==> src/rtl/seg_mem1_pkg.sv <==
// Shared types and constants for the first memory stage: bus payload layouts,
// alusel/aluop codes and a small decode helper.
package seg_mem1_pkg;

  localparam int unsigned PRI_W    = 146;
  localparam int unsigned SEC_W    = 70;
  localparam int unsigned BYP_W    = 76;
  localparam int unsigned ID_W     = 10;
  localparam int unsigned ADDR_W   = 32;
  localparam int unsigned DATA_W   = 32;
  localparam int unsigned STRB_W   = 4;
  localparam int unsigned SIZE_W   = 2;
  localparam int unsigned ALUOP_W  = 8;
  localparam int unsigned ALUSEL_W = 4;
  localparam int unsigned REGA_W   = 5;

  // Primary bus field offsets (LSB positions)
  localparam int unsigned PRI_INST_ADDR_LSB = 0;
  localparam int unsigned PRI_REG_WRITE_BIT = 32;
  localparam int unsigned PRI_REG_WADDR_LSB = 33;
  localparam int unsigned PRI_REG_WDATA_LSB = 38;
  localparam int unsigned PRI_ALUSEL_LSB    = 70;
  localparam int unsigned PRI_ALUOP_LSB     = 74;
  localparam int unsigned PRI_MEM_ADDR_LSB  = 82;
  localparam int unsigned PRI_OPDATA2_LSB   = 114;

  localparam logic [ALUSEL_W-1:0] ALUSEL_LOAD  = 4'b0111;
  localparam logic [ALUSEL_W-1:0] ALUSEL_STORE = 4'b1000;

  localparam logic [ALUOP_W-1:0] LB_OP  = 8'hE0;
  localparam logic [ALUOP_W-1:0] LH_OP  = 8'hE1;
  localparam logic [ALUOP_W-1:0] LWL_OP = 8'hE2;
  localparam logic [ALUOP_W-1:0] LW_OP  = 8'hE3;
  localparam logic [ALUOP_W-1:0] LBU_OP = 8'hE4;
  localparam logic [ALUOP_W-1:0] LHU_OP = 8'hE5;
  localparam logic [ALUOP_W-1:0] LWR_OP = 8'hE6;
  localparam logic [ALUOP_W-1:0] SB_OP  = 8'hE8;
  localparam logic [ALUOP_W-1:0] SH_OP  = 8'hE9;
  localparam logic [ALUOP_W-1:0] SWL_OP = 8'hEA;
  localparam logic [ALUOP_W-1:0] SW_OP  = 8'hEB;
  localparam logic [ALUOP_W-1:0] SWR_OP = 8'hEE;
  localparam logic [ALUOP_W-1:0] LL_OP  = 8'hF0;
  localparam logic [ALUOP_W-1:0] SC_OP  = 8'hF8;

  typedef struct packed {
    logic [DATA_W-1:0]   opdata2;
    logic [ADDR_W-1:0]   mem_addr;
    logic [ALUOP_W-1:0]  aluop;
    logic [ALUSEL_W-1:0] alusel;
    logic [DATA_W-1:0]   reg_wdata;
    logic [REGA_W-1:0]   reg_waddr;
    logic                reg_write;
    logic [ADDR_W-1:0]   inst_addr;
  } pri_bus_t;

  typedef struct packed {
    logic [DATA_W-1:0] reg_wdata;
    logic [REGA_W-1:0] reg_waddr;
    logic              reg_write;
    logic [ADDR_W-1:0] inst_addr;
  } sec_bus_t;

  // Unaligned-word ops always access the containing aligned word
  function automatic logic is_word_align_op(input logic [ALUOP_W-1:0] op);
    return (op == LWL_OP) || (op == LWR_OP) || (op == SWL_OP) || (op == SWR_OP);
  endfunction

endpackage

==> src/rtl/seg_mem1_if.sv <==
// Data-memory request channel between the memory stage and the data bus.
interface seg_mem1_if;
  import seg_mem1_pkg::*;

  logic              req;
  logic              wr;
  logic [SIZE_W-1:0] size;
  logic [ADDR_W-1:0] addr;
  logic [STRB_W-1:0] wstrb;
  logic [DATA_W-1:0] wdata;
  logic              addr_ok;

  modport master (output req, wr, size, addr, wstrb, wdata, input addr_ok);
  modport slave  (input req, wr, size, addr, wstrb, wdata, output addr_ok);
endinterface

==> src/rtl/mem1_store_align.sv <==
// Access size, byte strobes and lane-aligned store data from aluop and address.
module mem1_store_align
  import seg_mem1_pkg::*;
(
  input  logic [ALUOP_W-1:0] aluop,
  input  logic [1:0]         addr_lo,
  input  logic [DATA_W-1:0]  opdata2,
  output logic [SIZE_W-1:0]  size,
  output logic [STRB_W-1:0]  wstrb,
  output logic [DATA_W-1:0]  wdata
);

  // Decode per memory op; loads leave strobes and data at zero
  always_comb begin
    size  = '0;
    wstrb = '0;
    wdata = '0;
    case (aluop)
      LB_OP, LBU_OP: size = 2'd0;
      LH_OP, LHU_OP: size = 2'd1;
      LW_OP, LL_OP, LWL_OP, LWR_OP: size = 2'd2;
      SB_OP: begin
        size  = 2'd0;
        wstrb = 4'b0001 << addr_lo;
        wdata = {4{opdata2[7:0]}};
      end
      SH_OP: begin
        size  = 2'd1;
        wstrb = addr_lo[1] ? 4'b1100 : 4'b0011;
        wdata = {2{opdata2[15:0]}};
      end
      SW_OP, SC_OP: begin
        size  = 2'd2;
        wstrb = 4'b1111;
        wdata = opdata2;
      end
      SWL_OP: begin
        size = 2'd2;
        case (addr_lo)
          2'd0: begin wstrb = 4'b0001; wdata = {24'b0, opdata2[31:24]}; end
          2'd1: begin wstrb = 4'b0011; wdata = {16'b0, opdata2[31:16]}; end
          2'd2: begin wstrb = 4'b0111; wdata = {8'b0, opdata2[31:8]}; end
          default: begin wstrb = 4'b1111; wdata = opdata2; end
        endcase
      end
      SWR_OP: begin
        size = 2'd2;
        case (addr_lo)
          2'd0: begin wstrb = 4'b1111; wdata = opdata2; end
          2'd1: begin wstrb = 4'b1110; wdata = {opdata2[23:0], 8'b0}; end
          2'd2: begin wstrb = 4'b1100; wdata = {opdata2[15:0], 16'b0}; end
          default: begin wstrb = 4'b1000; wdata = {opdata2[7:0], 24'b0}; end
        endcase
      end
      default: ;
    endcase
  end

endmodule

==> src/rtl/seg_mem1.sv <==
// First memory stage: registers the EX bundle, issues one data request per
// memory op over req/addr_ok, and tracks the LL/SC link bit.
// Optional feature macro: MEM1_LLSC_EN (LLbit register; otherwise SC always succeeds).
module seg_mem1
  import seg_mem1_pkg::*;
(
  input  logic              clk,
  input  logic              rst,
  input  logic              mem2_allowin_i,
  input  logic              ex_mem1_valid_i,
  input  logic [PRI_W-1:0]  ex_mem1_bus_primary_i,
  input  logic [SEC_W-1:0]  ex_mem1_bus_secondary_i,
  input  logic              llbit_clear_i,
  seg_mem1_if.master        dmem,
  output logic              mem1_allowin_o,
  output logic              mem1_mem2_valid_o,
  output logic [PRI_W-1:0]  mem1_mem2_bus_primary_o,
  output logic [SEC_W-1:0]  mem1_mem2_bus_secondary_o,
  output logic [BYP_W-1:0]  mem1_bypass_o,
  output logic [ID_W-1:0]   mem1_id_bus_primary_o
);

  logic     valid;
  logic     req_done;
  pri_bus_t pri_q;
  sec_bus_t sec_q;
  pri_bus_t pri_out;

  logic is_store;
  logic is_sc;
  logic llbit_ok;
  logic need_mem;
  logic data_req;
  logic ready_go;
  logic allowin;

  logic [SIZE_W-1:0] al_size;
  logic [STRB_W-1:0] al_wstrb;
  logic [DATA_W-1:0] al_wdata;
  logic [ADDR_W-1:0] req_addr;

  assign is_store = (pri_q.alusel == ALUSEL_STORE);
  assign is_sc    = is_store && (pri_q.aluop == SC_OP);
  assign need_mem = (pri_q.alusel == ALUSEL_LOAD) || (is_store && (!is_sc || llbit_ok));
  assign data_req = valid && need_mem && !req_done;
  assign ready_go = !need_mem || req_done || dmem.addr_ok;
  assign allowin  = !valid || (ready_go && mem2_allowin_i);

`ifdef MEM1_LLSC_EN
  logic llbit;
  logic is_ll;

  assign is_ll    = (pri_q.alusel == ALUSEL_LOAD) && (pri_q.aluop == LL_OP);
  assign llbit_ok = llbit;

  // Link bit: set on LL handshake, cleared by SC leaving or exception; clear wins
  always_ff @(posedge clk) begin
    if (rst) begin
      llbit <= 1'b0;
    end else if (llbit_clear_i || (valid && is_sc && ready_go && mem2_allowin_i)) begin
      llbit <= 1'b0;
    end else if (data_req && dmem.addr_ok && is_ll) begin
      llbit <= 1'b1;
    end
  end
`else
  logic unused_llbit_clear;

  assign llbit_ok           = 1'b1;
  assign unused_llbit_clear = llbit_clear_i;
`endif

  // Stage register; req_done remembers an accepted request while the bundle waits
  always_ff @(posedge clk) begin
    if (rst) begin
      valid    <= 1'b0;
      req_done <= 1'b0;
      pri_q    <= '0;
      sec_q    <= '0;
    end else begin
      if (allowin) begin
        valid <= ex_mem1_valid_i;
      end
      if (allowin && ex_mem1_valid_i) begin
        pri_q    <= pri_bus_t'(ex_mem1_bus_primary_i);
        sec_q    <= sec_bus_t'(ex_mem1_bus_secondary_i);
        req_done <= 1'b0;
      end else if (data_req && dmem.addr_ok) begin
        req_done <= 1'b1;
      end
    end
  end

  mem1_store_align u_align (
    .aluop   (pri_q.aluop),
    .addr_lo (pri_q.mem_addr[1:0]),
    .opdata2 (pri_q.opdata2),
    .size    (al_size),
    .wstrb   (al_wstrb),
    .wdata   (al_wdata)
  );

  assign req_addr = is_word_align_op(pri_q.aluop) ? {pri_q.mem_addr[31:2], 2'b00}
                                                  : pri_q.mem_addr;

  // SC returns its success flag in place of reg_wdata
  always_comb begin
    pri_out = pri_q;
    if (is_sc) begin
      pri_out.reg_wdata = {31'b0, llbit_ok};
    end
  end

  assign dmem.req   = data_req;
  assign dmem.wr    = valid && is_store;
  assign dmem.size  = valid ? al_size  : '0;
  assign dmem.addr  = valid ? req_addr : '0;
  assign dmem.wstrb = valid ? al_wstrb : '0;
  assign dmem.wdata = valid ? al_wdata : '0;

  assign mem1_allowin_o            = allowin;
  assign mem1_mem2_valid_o         = valid && ready_go;
  assign mem1_mem2_bus_primary_o   = valid ? PRI_W'(pri_out) : '0;
  assign mem1_mem2_bus_secondary_o = valid ? SEC_W'(sec_q) : '0;
  assign mem1_bypass_o             = valid ? {sec_q.reg_wdata, sec_q.reg_waddr, sec_q.reg_write,
                                              pri_out.reg_wdata, pri_out.reg_waddr,
                                              pri_out.reg_write} : '0;
  assign mem1_id_bus_primary_o     = valid ? {ready_go, pri_q.reg_waddr, pri_q.alusel} : '0;

endmodule

==> src/flat_wrapper.sv <==
// flat-port wrapper written by rule: the top's interface ports become plain ports
module seg_mem1_flat import seg_mem1_pkg::*;
  (clk, rst, mem2_allowin_i, ex_mem1_valid_i, ex_mem1_bus_primary_i, ex_mem1_bus_secondary_i, llbit_clear_i, mem1_allowin_o, mem1_mem2_valid_o, mem1_mem2_bus_primary_o, mem1_mem2_bus_secondary_o, mem1_bypass_o, mem1_id_bus_primary_o, dmem_req, dmem_wr, dmem_size, dmem_addr, dmem_wstrb, dmem_wdata, dmem_addr_ok);
  seg_mem1_if dmem_i ();
  input  logic clk;
  input  logic rst;
  input  logic mem2_allowin_i;
  input  logic ex_mem1_valid_i;
  input  logic [PRI_W-1:0] ex_mem1_bus_primary_i;
  input  logic [SEC_W-1:0] ex_mem1_bus_secondary_i;
  input  logic llbit_clear_i;
  output logic mem1_allowin_o;
  output logic mem1_mem2_valid_o;
  output logic [PRI_W-1:0] mem1_mem2_bus_primary_o;
  output logic [SEC_W-1:0] mem1_mem2_bus_secondary_o;
  output logic [BYP_W-1:0] mem1_bypass_o;
  output logic [ID_W-1:0] mem1_id_bus_primary_o;
  output wire logic [$bits(dmem_i.req)-1:0] dmem_req;
  output wire logic [$bits(dmem_i.wr)-1:0] dmem_wr;
  output wire logic [$bits(dmem_i.size)-1:0] dmem_size;
  output wire logic [$bits(dmem_i.addr)-1:0] dmem_addr;
  output wire logic [$bits(dmem_i.wstrb)-1:0] dmem_wstrb;
  output wire logic [$bits(dmem_i.wdata)-1:0] dmem_wdata;
  input wire logic [$bits(dmem_i.addr_ok)-1:0] dmem_addr_ok;
  assign dmem_req = dmem_i.req;
  assign dmem_wr = dmem_i.wr;
  assign dmem_size = dmem_i.size;
  assign dmem_addr = dmem_i.addr;
  assign dmem_wstrb = dmem_i.wstrb;
  assign dmem_wdata = dmem_i.wdata;
  assign dmem_i.addr_ok = dmem_addr_ok;
  seg_mem1 u_core (.clk(clk), .rst(rst), .mem2_allowin_i(mem2_allowin_i), .ex_mem1_valid_i(ex_mem1_valid_i), .ex_mem1_bus_primary_i(ex_mem1_bus_primary_i), .ex_mem1_bus_secondary_i(ex_mem1_bus_secondary_i), .llbit_clear_i(llbit_clear_i), .dmem(dmem_i), .mem1_allowin_o(mem1_allowin_o), .mem1_mem2_valid_o(mem1_mem2_valid_o), .mem1_mem2_bus_primary_o(mem1_mem2_bus_primary_o), .mem1_mem2_bus_secondary_o(mem1_mem2_bus_secondary_o), .mem1_bypass_o(mem1_bypass_o), .mem1_id_bus_primary_o(mem1_id_bus_primary_o));
endmodule
==> config.mk <==
export PLATFORM = sky130hd
export DESIGN_NAME = seg_mem1_flat
export DESIGN_NICKNAME = d
export VERILOG_FILES = /design/src/rtl/seg_mem1_pkg.sv /design/src/rtl/seg_mem1_if.sv /design/src/rtl/mem1_store_align.sv /design/src/rtl/seg_mem1.sv /design/src/flat_wrapper.sv
export SDC_FILE = /design/constraint.sdc
export NUM_CORES = 1
export LEC_CHECK = 0
export ABC_CLOCK_PERIOD_IN_PS = 1900
export BUFFER_PORTS_ARGS = -buffer_cell sky130_fd_sc_hd__buf_2
export CORE_AREA = 2 2 233 235
export DETAILED_ROUTE_END_ITERATION = 10
export DIE_AREA = 0 0 235 237
export GPL_ROUTABILITY_DRIVEN = 0
export PLACE_DENSITY = 0.47
export SYNTH_ARGS = -nofsm -noshare
export SYNTH_HDL_FRONTEND = slang
export SYNTH_SLANG_ARGS = --single-unit
==> constraint.sdc <==
create_clock -name clk -period 1.9 [get_ports clk]
set_input_delay 0.38 -clock clk [delete_from_list [all_inputs] [get_ports clk]]
set_output_delay 0.38 -clock clk [all_outputs]
set_load 0.005 [all_outputs]
**After elaboration in Yosys (flattened, before gate mapping)**

Cells that the tools add are included.

- Bits in registers: 218
- Word-level logic and storage cells: 72

- Equal/unequal tests: 16
- Shift operators: 1
- Multiplexer cells: 18
- Reduce and logical (&&, ||, !) cells: 23

Operators by type and width:

| kind | number |
|---|---|
| one-hot mux 32 bit (3 select lines) | 2 |
| one-hot mux 32 bit (5 select lines) | 1 |
| two-way mux 146 bit | 1 |
| equality test 8 bit (second input constant) | 12 |
| two-way mux 32 bit | 3 |
| two-way mux 76 bit | 1 |
| two-way mux 70 bit | 1 |
| one-hot mux 4 bit (5 select lines) | 1 |
| one-hot mux 4 bit (3 select lines) | 1 |
| two-way mux 10 bit | 1 |
| one-hot mux 3 bit (3 select lines) | 1 |
| logical AND 1 bit | 8 |
| two-way mux 4 bit | 2 |
| OR reduction 8 bit | 1 |
| logical OR 1 bit | 7 |
| equality test 4 x 3 -> 1 bit (second input constant) | 1 |
| equality test 4 bit (second input constant) | 1 |
| two-way mux 2 bit | 2 |
| one-hot mux 2 bit (2 select lines) | 1 |
| OR reduction 2 bit | 2 |
| left shift 1 x 2 -> 4 bit (first input constant) | 1 |
| logical NOT 1 bit | 3 |
| OR reduction 3 bit | 1 |
| equality test 2 x 1 -> 1 bit (second input constant) | 1 |
| other kinds (2) | 2 |

**Logic depth before layout (Yosys ltp)**

Gate-level depths: netlist of run 1.

- Depth after elaboration: 9
- Depth in mapped cells: 9
- Mapped depth without buffers: 5

**Cells and area by module**

Synthesis of run 1 repeated with hierarchy kept, for this count alone.

- Cells, all modules: 1589
- Area total of the unflattened synthesis: 14008.4 µm²

Modules (own cells, without submodules):

| module | times used | cells each | area an instance (µm²) | seq. area each (µm²) |
|---|---|---|---|---|
| seg_mem1 | 1 | 1360 | 12396.9 | 4364.2 |
| mem1_store_align | 1 | 229 | 1611.5 | 0.0 |

**Least setup slack after synthesis of run 1**

OpenSTA, ideal clock, no wires.

- Kind: flip-flop to output port
- Start: register u_core.pri_q (netlist bit u_core.pri_out[77])
- End: output mem1_mem2_bus_primary_o[40]
- Arrival time: 1.635 ns
- Required time: 1.520 ns
- Setup slack: -0.115 ns
- Stages on the path, launching flop included: 10
- Path buffers: 4
- Cell sequence: dfxtp_1 > buf_2 > nand2b_1 > buf_2 > or2_1 > nor3_2 > nor2_1 > clkbuf_1 > and2_1 > buf_4

- Word-level cells in the longest chain between the ends: 4

RTL lines:

| item | line | RTL |
|---|---|---|
| from (decl) | seg_mem1.sv:25 | `pri_bus_t pri_q;` |
| from (signal assigned) | seg_mem1.sv:85 | `pri_q <= pri_bus_t'(ex_mem1_bus_primary_i);` |
| equality test 8 bit | seg_mem1.sv:43 | `assign is_sc = is_store && (pri_q.aluop == SC_OP);` |
| logical AND 1 bit | seg_mem1.sv:43 |  |
| two-way mux 32 bit | seg_mem1.sv:109 | `if (is_sc) begin` |
| two-way mux 146 bit | seg_mem1.sv:123 | `assign mem1_mem2_bus_primary_o = valid ? PRI_W'(pri_out) : '0;` |
| to (decl) | flat_wrapper.sv:14 | `output logic [PRI_W-1:0] mem1_mem2_bus_primary_o;` |

Every way passes these cells.

**Worst setup path after layout of run 1**

- Start: register u_core.pri_q (netlist bit u_core.pri_out[78])
- End: output dmem_wdata[21]

- Word-level cells in the longest chain between the ends: 4
- Elaborated cells between the ends (all ways): 9
- Classes of those cells: eq/ne: 6; mux: 2; reduce/logical: 1

RTL lines:

| item | line | RTL |
|---|---|---|
| equality test 8 bit | mem1_store_align.sv:18 | `case (aluop)` |
| OR reduction 2 bit | -- |  |
| one-hot mux 32 bit (5 select lines) * | mem1_store_align.sv:18 |  |
| two-way mux 32 bit * | seg_mem1.sv:119 | `assign dmem.wdata = valid ? al_wdata : '0;` |
| to (decl) | flat_wrapper.sv:23 | `output wire logic [$bits(dmem_i.wdata)-1:0] dmem_wdata;` |

Every way passes the cells marked *; elsewhere a longest branch is shown, timed or not.

==> qor_table.md, run 1 <==
| Parameter | Value |
|---|---|
| Post-Syn Area per Cell | 7.34 um^2 |
| Wire length on met1 | 24800 um |
| Actual slew at the worst max-slew pin | 0.534 ns |
| Vias per inst | 4.54 |
| Total vias in the final route | 13400 |
| Commonest cells after routing, fill and taps aside | sky130_fd_sc_hd__nand2_1 (454), sky130_fd_sc_hd__buf_2 (387), sky130_fd_sc_hd__buf_6 (257) |
| Count of pins on the block boundary | 598 |
| Total area of multi-input combinational cells | 0.00683 mm^2 |
| Number of distinct library cells after synthesis | 52 |
| First-pass GRT wire length | 79200 um |
| Netlist area before placement | 0.0116 mm^2 |
| Final setup violation count | 593 |
| Worst min-delay path class | in -> reg |
| Gate Count Post-Synth | 1578 |
| Clock share of power | 0.393 |
| Post-DP HPWL | 37100 um |
| Net Sw Power | 3730 uW |
| Static Leak | 0.00941 uW |
| FFs w/ async S/R, synth | 0 |
| Global-route usage over all layers | 0.185 |
| Timing-limited maximum frequency | 0.365 GHz |
| Leftover overflow at the end of global routing | 0 |
| Worst relative slew slack | 0.644 |
| Number of H-tree levels | 1 |
| Number of cells in the finished layout apart from fillers | 2954 |
| Proportion of layout cells with a drive suffix above 1 | 0.536 |
| Final slew viol count | 0 |
| Result of the run | complete, but fails checks |
| Detailed-route DRC error count | 0 |
| R2R Setup Slk | -0.24 ns |
| Portion of total power attributed to combinational logic | 0.220 |
| Routed wl met2 | 29500 um |
| Post-place setup slack | -0.576 ns |
| Hold Violations, Final | 0 |
| Post-route clock skew | 0.0191 ns |
| Routed wl met3 | 4650 um |
| Number of buffers inserted for hold repair after clock tree synthesis | 0 |
| Worst setup slack after layout | -0.841 ns |
| Total number of yosys warnings | 0 |
| Number of buffers on the longest clock path | 3 |
| Maximum fanout along the worst path | 5 |
| Largest net degree at the start of global routing | 50 |
| Clock tree from TritonCTS | built |
| Number of filler instances in the final layout | 5396 |
| RSZ-0062 raised after global routing | true |
| Critical Path Start Type | flop |
| Library cell with the largest summed area after synthesis | sky130_fd_sc_hd__dfxtp_1 |
| Highest metal layer with signal wires | met4 |
| Hold WS | 0.0454 ns |
| Area enclosed by the die boundary | 0.0557 mm^2 |
| Worst Hold Depth | 3 |
| Final period utilization | 1.44 |
| Via count of the first global-routing pass | 12700 |
| Initial detailed-routing violation count | 775 |
| Count of standard-cell rows | 85 |
| Initial standard-cell utilization of the core | 0.217 |
| Root Driver | sky130_fd_sc_hd__clkbuf_16 |
| WL/cell | 20.6 um |
| Total core area | 0.0533 mm^2 |
| Remaining number of nets flagged by the antenna check after routing | 0 |
| Final critical delay including setup and external delays | 2.74 ns |
| Number of flops mapped to enable cells by yosys | 0 |
| Endpoint arrival time on the critical path | 2.36 ns |
| Number of sinks on the clock net | 218 |
| Height of the die | 237 um |
| Chip Width | 235 um |
| Clock input transition at the sequential cells of the worst setup and hold paths | 0.06 ns |
| CP Class | reg -> out |
| Sw frac | 0.286 |
| DP Cell Count | 2789 |
| #FFs+latches synth | 218 |
| Power share of the sequential group | 0.387 |
| Dominant register cell in the synthesized netlist | sky130_fd_sc_hd__dfxtp_1 |
| Worst path required time | 1.52 ns |
| Number of nets at the end of the flow | 2454 |
| Area growth syn-to-layout | 79.8% |
| Most common cell after layout, fill and taps aside | sky130_fd_sc_hd__nand2_1 |
| Sequential cell area | 0.00440 mm^2 |
| Top post-synthesis cells by area | sky130_fd_sc_hd__dfxtp_1 (38%), sky130_fd_sc_hd__nand2_1 (15%), sky130_fd_sc_hd__and2_1 (12%) |
| Failing checks | negative setup slack |
| IR drop worst, VDD | 0.000564 V |
| Fraction of synthesized cell area taken by the top area cell type | 0.377 |
| Clock buffers created by TritonCTS | 26 |
| Kind of end point of the critical path | output pin |
| Synthesized net count | 1800 |
| Power per cell area | 626 mW/mm^2 |
| Depth of the most critical reg-to-reg path | 11 |
| Clock latency at the later pin of the worst-skew pair | 0.57 ns |
| Number of antenna violations at the first check in global routing | 9 |
| Number of maximum-capacitance violations | 0 |
| Seq/Total Area, Yosys | 0.377 |
| First-pass DRT Iterations | 5 |
| P_int | 9300 uW |
| Drt total wl | 60900 um |
| Count of input and output buffers | 596 |
## power groups by stage
stage,sequential (uW),clock (uW),combinational [uW]
3_3_place_gp,5110,0,1920
4_1_cts,5030,5280,2430
5_1_grt,5080,5460,3070
6_report,5050,5120,2860
3_5_place_dp,5120,0,1920
2_1_floorplan,5070,0,1060
## stage by stage
| step | power [uW] | area, um^2 | setup TNS (ns) | util |
|---|---|---|---|---|
| 2_1_floorplan | 6130 | 11800 | -0.427 | - |
| 3_3_place_gp | 7030 | 15500 | -42.75 | 0.291 |
| 3_5_place_dp | 7040 | 15500 | -54.58 | 0.291 |
| 4_1_cts | 12700 | 18800 | -169.69 | 0.353 |
| 5_1_grt | 13600 | 20800 | -194.99 | 0.391 |
| 6_report | 13000 | 20800 | -150.61 | 0.391 |
## cell families after synthesis
family | count (synthesis) | share of synthesized area
flip-flops | 218 | 0.377
AO/OA/AOI/OAI | 335 | 0.160
XOR/XNOR | 1 | 0.000757
multiplexers | 19 | 0.0185
AND/OR/NAND/NOR | 763 | 0.310
buffers and inverters | 242 | 0.133
## state kept, by name, summed over array words and instances (netlist names)
| register | flops |
|---|---|
| u_core.pri_out | 114 |
| u_core.pri_q | 32 |
| u_core.req_done | 1 |
| u_core.sec_q | 70 |
| u_core.valid | 1 |
## synthesized netlist by cell type, types with 2 or more instances
cell type and instances:
sky130_fd_sc_hd__nor3_1 6, sky130_fd_sc_hd__mux2i_1 9, sky130_fd_sc_hd__and3_1 2, sky130_fd_sc_hd__inv_1 3, sky130_fd_sc_hd__mux2_2 9, sky130_fd_sc_hd__a22o_1 7
sky130_fd_sc_hd__buf_4 129, sky130_fd_sc_hd__nor4_1 2, sky130_fd_sc_hd__nor4b_2 2, sky130_fd_sc_hd__and2_1 215, sky130_fd_sc_hd__a211oi_1 10, sky130_fd_sc_hd__nand2_1 472
sky130_fd_sc_hd__a21oi_1 251, sky130_fd_sc_hd__buf_6 12, sky130_fd_sc_hd__nor2b_1 13, sky130_fd_sc_hd__clkbuf_1 56, sky130_fd_sc_hd__nand3_1 4, sky130_fd_sc_hd__a31oi_1 9
sky130_fd_sc_hd__dfxtp_1 218, sky130_fd_sc_hd__a21o_1 2, sky130_fd_sc_hd__nor3_2 3, sky130_fd_sc_hd__or2_1 3, sky130_fd_sc_hd__nor2_1 28, sky130_fd_sc_hd__a22oi_1 30
sky130_fd_sc_hd__nand2b_1 4, sky130_fd_sc_hd__buf_2 40, sky130_fd_sc_hd__o21ai_0 14
## layer usage
metal / track usage / vias up
met3: 0.0426 / 83
met1: 0.224 / 6337
met2: 0.319 / 630
met4: 0.0639 / 0
met5: 0 / -
li1: - / 6355
## critical path, stage by stage, from the launching register on
cell	delay [ns]
sky130_fd_sc_hd__dfxtp_4	0.36
sky130_fd_sc_hd__buf_6	0.11
sky130_fd_sc_hd__nand2b_4	0.17
sky130_fd_sc_hd__nor3_4	0.34
sky130_fd_sc_hd__buf_4	0.20
sky130_fd_sc_hd__clkbuf_16	0.15
sky130_fd_sc_hd__buf_4	0.10
sky130_fd_sc_hd__a22oi_2	0.05
sky130_fd_sc_hd__a31oi_2	0.17
sky130_fd_sc_hd__buf_2	0.15
## path summary, 6_finish.rpt
| check | startpoint | end |
|---|---|---|
| worst max-delay path | u_core.pri_out[78]$_SDFFE_PP0P_ | dmem_wdata[21] |
| worst min-delay path | ex_mem1_bus_primary_i[84] | u_core.pri_out[84]$_SDFFE_PP0P_ |
| worst max register to register | u_core.pri_out[72]$_SDFFE_PP0P_ | u_core.pri_out[18]$_SDFFE_PP0P_ |
| worst min register to register | u_core.sec_q[60]$_SDFFE_PP0P_ | u_core.sec_q[60]$_SDFFE_PP0P_ |
## final cells by class
| cell class | count | area share |
|---|---|---|
| repair buffers | 862 | 0.376 |
| diodes | 6 | 0.000721 |
| clock inverters | 13 | 0.00643 |
| well taps | 696 | 0.0418 |
| flip-flops and latches | 218 | 0.211 |
| inverters | 3 | 0.000721 |
| multi-input cells | 1121 | 0.328 |
| clock buffers | 35 | 0.0353 |
## what timing repair did
item                                    in CTS  in global routing
pin swaps                                   59                 55
setup buffers                               33                 43
gates resized for setup                    361                279
cloned                                      20                 25
endpoints found under the setup margin     588                593
(Power assumes the default switching activity.)
==> run 2, diff against run 1 <==
--- a/config.mk
+++ b/config.mk
@@ -5,13 +5,14 @@
 export SDC_FILE = /design/constraint.sdc
 export NUM_CORES = 1
 export LEC_CHECK = 0
+export ABC_AREA = 1
 export ABC_CLOCK_PERIOD_IN_PS = 1900
 export BUFFER_PORTS_ARGS = -buffer_cell sky130_fd_sc_hd__buf_2
-export CORE_AREA = 2 2 233 235
+export CORE_AREA = 2 2 230 232
 export DETAILED_ROUTE_END_ITERATION = 10
-export DIE_AREA = 0 0 235 237
+export DIE_AREA = 0 0 232 234
 export GPL_ROUTABILITY_DRIVEN = 0
-export PLACE_DENSITY = 0.47
+export PLACE_DENSITY = 0.54
 export SYNTH_ARGS = -nofsm -noshare
 export SYNTH_HDL_FRONTEND = slang
 export SYNTH_SLANG_ARGS = --single-unit
==> run 2 against run 1 <==
The run still ends with negative setup slack left. Maximum frequency up 8.7%. Non-clock buffer count shrank 65. Combinational power is 11% higher. Register-to-register slack better by 0.24 ns. Synthesized area rose by 24%. Core utilization up 2.9 points. Clock skew fell by 0.0023 ns. Cell count up 28%. Critical path type unchanged. Critical endpoint is now dmem_wdata[23]. Largest cell class is now multi-input combinational cells. Largest power group is now registers.
==> qor_table.md, run 2 <==
| Parameter | Value |
|---|---|
| Result of the run | complete, but fails checks |
| Failing checks | negative setup slack |
| WL/cell | 15.1 um |
| Worst path required time | 1.52 ns |
| IR drop worst, VDD | 0.000556 V |
| Critical path's slowest cell | sky130_fd_sc_hd__dfxtp_4 |
| Post-Syn Area per Cell | 5.70 um^2 |
| Initial detailed-routing violation count | 927 |
| Detailed-route DRC error count | 0 |
| Top post-synthesis cells by area | sky130_fd_sc_hd__dfxtp_1 (30%), sky130_fd_sc_hd__nand2_1 (18%), sky130_fd_sc_hd__inv_1 (12%) |
| Depth of the most critical reg-to-reg path | 10 |
| Actual slew at the worst max-slew pin | 0.588 ns |
| RSZ-0062 raised after global routing | true |
| Count of standard-cell rows | 84 |
| Reg-to-reg startpoint | u_core.valid$_SDFFE_PP0P_ |
| Total core area | 0.0520 mm^2 |
| Delay contributed by the slowest stage of the critical path | 0.36 ns |
| Power per cell area | 627 mW/mm^2 |
| Proportion of layout cells with a drive suffix above 1 | 0.389 |
| Synthesized net count | 2742 |
| First-pass DRT Iterations | 5 |
| Leftover overflow at the end of global routing | 0 |
| Largest net degree at the start of global routing | 91 |
| Final period utilization | 1.33 |
| Clock buffers created by TritonCTS | 28 |
| Via count of the first global-routing pass | 14600 |
| Area growth syn-to-layout | 51.9% |
| Static Leak | 0.0135 uW |
| Count of pins on the block boundary | 598 |
| Number of H-tree levels | 1 |
| Worst Hold Endpoint | u_core.sec_q[40]$_SDFFE_PP0P_ |
| Total vias in the final route | 16700 |
| Endpoint arrival time on the critical path | 2.14 ns |
| Vias per inst | 4.42 |
| #FFs+latches synth | 218 |
| Area enclosed by the die boundary | 0.0543 mm^2 |
| Number of sinks on the clock net | 218 |
| Kind of end point of the critical path | output pin |
| Number of distinct library cells after synthesis | 21 |
| Post-Route Utilization | 0.419 |
| Post-DP HPWL | 39600 um |
| Worst relative slew slack | 0.607 |
| Post-route clock skew | 0.0168 ns |
| CP Class | reg -> out |
| Most common cell after layout, fill and taps aside | sky130_fd_sc_hd__buf_2 |
| FFs w/ async S/R, synth | 0 |
| Most numerous cell in the Yosys netlist | sky130_fd_sc_hd__nand2_1 |
| Critical path, cell by cell | buf_4 -> inv_2 -> nand2_1 -> nor2_2 -> nand2_4 -> inv_8 -> buf_12 -> nand2_1 -> nand2_1 -> nor2_1 -> a21oi_2 -> buf_2 |
| Commonest cells after routing, fill and taps aside | sky130_fd_sc_hd__buf_2 (529), sky130_fd_sc_hd__nand2_1 (521), sky130_fd_sc_hd__inv_1 (370) |
| Critical Path Start Type | flop |
| First-pass GRT wire length | 79700 um |
| Number of maximum-capacitance violations | 0 |
| Remaining number of nets flagged by the antenna check after routing | 0 |
| Root Driver | sky130_fd_sc_hd__clkbuf_16 |
| Netlist area before placement | 0.0144 mm^2 |
| Seq/Total Area, Yosys | 0.304 |
| R2R Setup Slk | 0 ns |
| Worst setup slack after layout | -0.621 ns |
| Count of input and output buffers | 596 |
| Height of the die | 234 um |
| Design Power | 13700 uW |
| Final critical delay including setup and external delays | 2.52 ns |
| Drt total wl | 56800 um |
| Startpoint of the most critical hold path | ex_mem1_bus_secondary_i[40] |
| Library cell with the largest summed area after synthesis | sky130_fd_sc_hd__dfxtp_1 |
| Clock latency at the later pin of the worst-skew pair | 0.57 ns |
| Worst Hold Depth | 5 |
| Most numerous cell on the critical path | sky130_fd_sc_hd__nand2_1 |
| Number of flops mapped to enable cells by yosys | 0 |
| Number of nets at the end of the flow | 3278 |
| Chip Width | 232 um |
| Dominant register cell in the synthesized netlist | sky130_fd_sc_hd__dfxtp_1 |
| Fraction of synthesized cell area taken by the top area cell type | 0.304 |
| Reg-to-reg endpoint | u_core.sec_q[69]$_SDFFE_PP0P_ |
| Gate Count Post-Synth | 2520 |
| Worst min-delay path class | in -> reg |
| Final setup violation count | 375 |
| Initial standard-cell utilization of the core | 0.276 |
| Hold Violations, Final | 0 |
| Cell types with the highest counts after synthesis | sky130_fd_sc_hd__nand2_1 (682), sky130_fd_sc_hd__inv_1 (456), sky130_fd_sc_hd__nor2_1 (318), sky130_fd_sc_hd__a21oi_1 (254), sky130_fd_sc_hd__nand3_1 (245) |
| Number of buffers on the longest clock path | 3 |
| Maximum fanout along the worst path | 6 |
| Max reg flops | 114 |
| Number of antenna violations at the first check in global routing | 8 |
| Global-route usage over all layers | 0.183 |
| Clock tree from TritonCTS | built |
| Timing-limited maximum frequency | 0.397 GHz |
| Final slew viol count | 0 |
| Clock input transition at the sequential cells of the worst setup and hold paths | 0.06 ns |
| Total number of yosys warnings | 0 |
run 2: power by group:
part / switching, uW / internal [uW] / leakage [uW] / total (uW)
clock: 2170 / 3030 / 0.000441 / 5200
combinational: 1700 / 1470 / 0.0112 / 3170
sequential: 374 / 4950 / 0.00182 / 5320
run 2: metrics by stage:
step	setup TNS, ns	cell area [um^2]	hold WS [ns]	worst slack, ns	instances
3_5_place_dp	-4.02	18100	0.467	-0.219	3669
6_report	-95.18	21800	0.114	-0.621	3772
4_1_cts	-116.00	19700	0.0705	-0.649	3739
3_3_place_gp	-3.75	18100	0.459	-0.241	3669
5_1_grt	-129.90	21800	0.118	-0.736	3769
2_1_floorplan	0	14400	0.449	0.144	2520
run 2: worst max-delay path, delay by kind of cell, from the launching register on:
family,cells,cell delay [ns]
buffers and inverters,5,0.56
AOI/OAI and AO/OA,1,0.19
DFF,1,0.36
and+or+nand+nor,6,0.47
run 2: worst max path at each step:
stage	slack, ns	endpoint	cells past startpoint	from
CTS	-0.65	dmem_wdata[13]	12	u_core.pri_out[79]$_SDFFE_PP0P_
global placement	-0.24	dmem_wdata[8]	11	u_core.pri_out[79]$_SDFFE_PP0P_
global route	-0.74	dmem_wdata[31]	12	u_core.pri_out[75]$_SDFFE_PP0P_
finish	-0.62	dmem_wdata[23]	12	u_core.pri_out[75]$_SDFFE_PP0P_
detailed placement	-0.22	dmem_wdata[31]	11	u_core.pri_out[75]$_SDFFE_PP0P_
floorplan	0.14	mem1_mem2_bus_primary_o[38]	7	u_core.pri_out[74]$_SDFFE_PP0P_
run 2: logic make-up (layout without fill, tap and decap cells):
group           Yosys count  in the layout  share of synthesized area
compound gates          294            294                      0.104
buf+inv                 754           1312                      0.241
flops                   218            218                      0.304
other cells               0              6                          0
simple gates           1254           1254                      0.351
run 2: final cells by class:
cell class / instances / area, um^2
multi-input combinational: 1548 / 7910
timing repair buffer: 797 / 5930
clock inverter: 6 / 45.0
fill: 5674 / 30200
sequential: 218 / 4390
tap: 688 / 861
antenna: 6 / 15.0
inverter: 463 / 1810
clock buffer: 46 / 848
run 2: per-layer routing:
layer / vias up / share of wire / track usage
met1: 7565 / 0.43 / 0.235
met3: 75 / 0.058 / 0.0365
li1: 8533 / - / -
met2: 509 / 0.48 / 0.314
met5: - / 0.00042 / 0
met4: 4 / 0.023 / 0.0471
run 2: repair_timing:
action,in CTS,in global routing
pin swaps,25,82
hold buffers,1,0
gates cloned,6,18
setup buffers,11,12
setup endpoints to repair,374,565
gates resized for setup,157,487
hold endpoints to repair,1,0
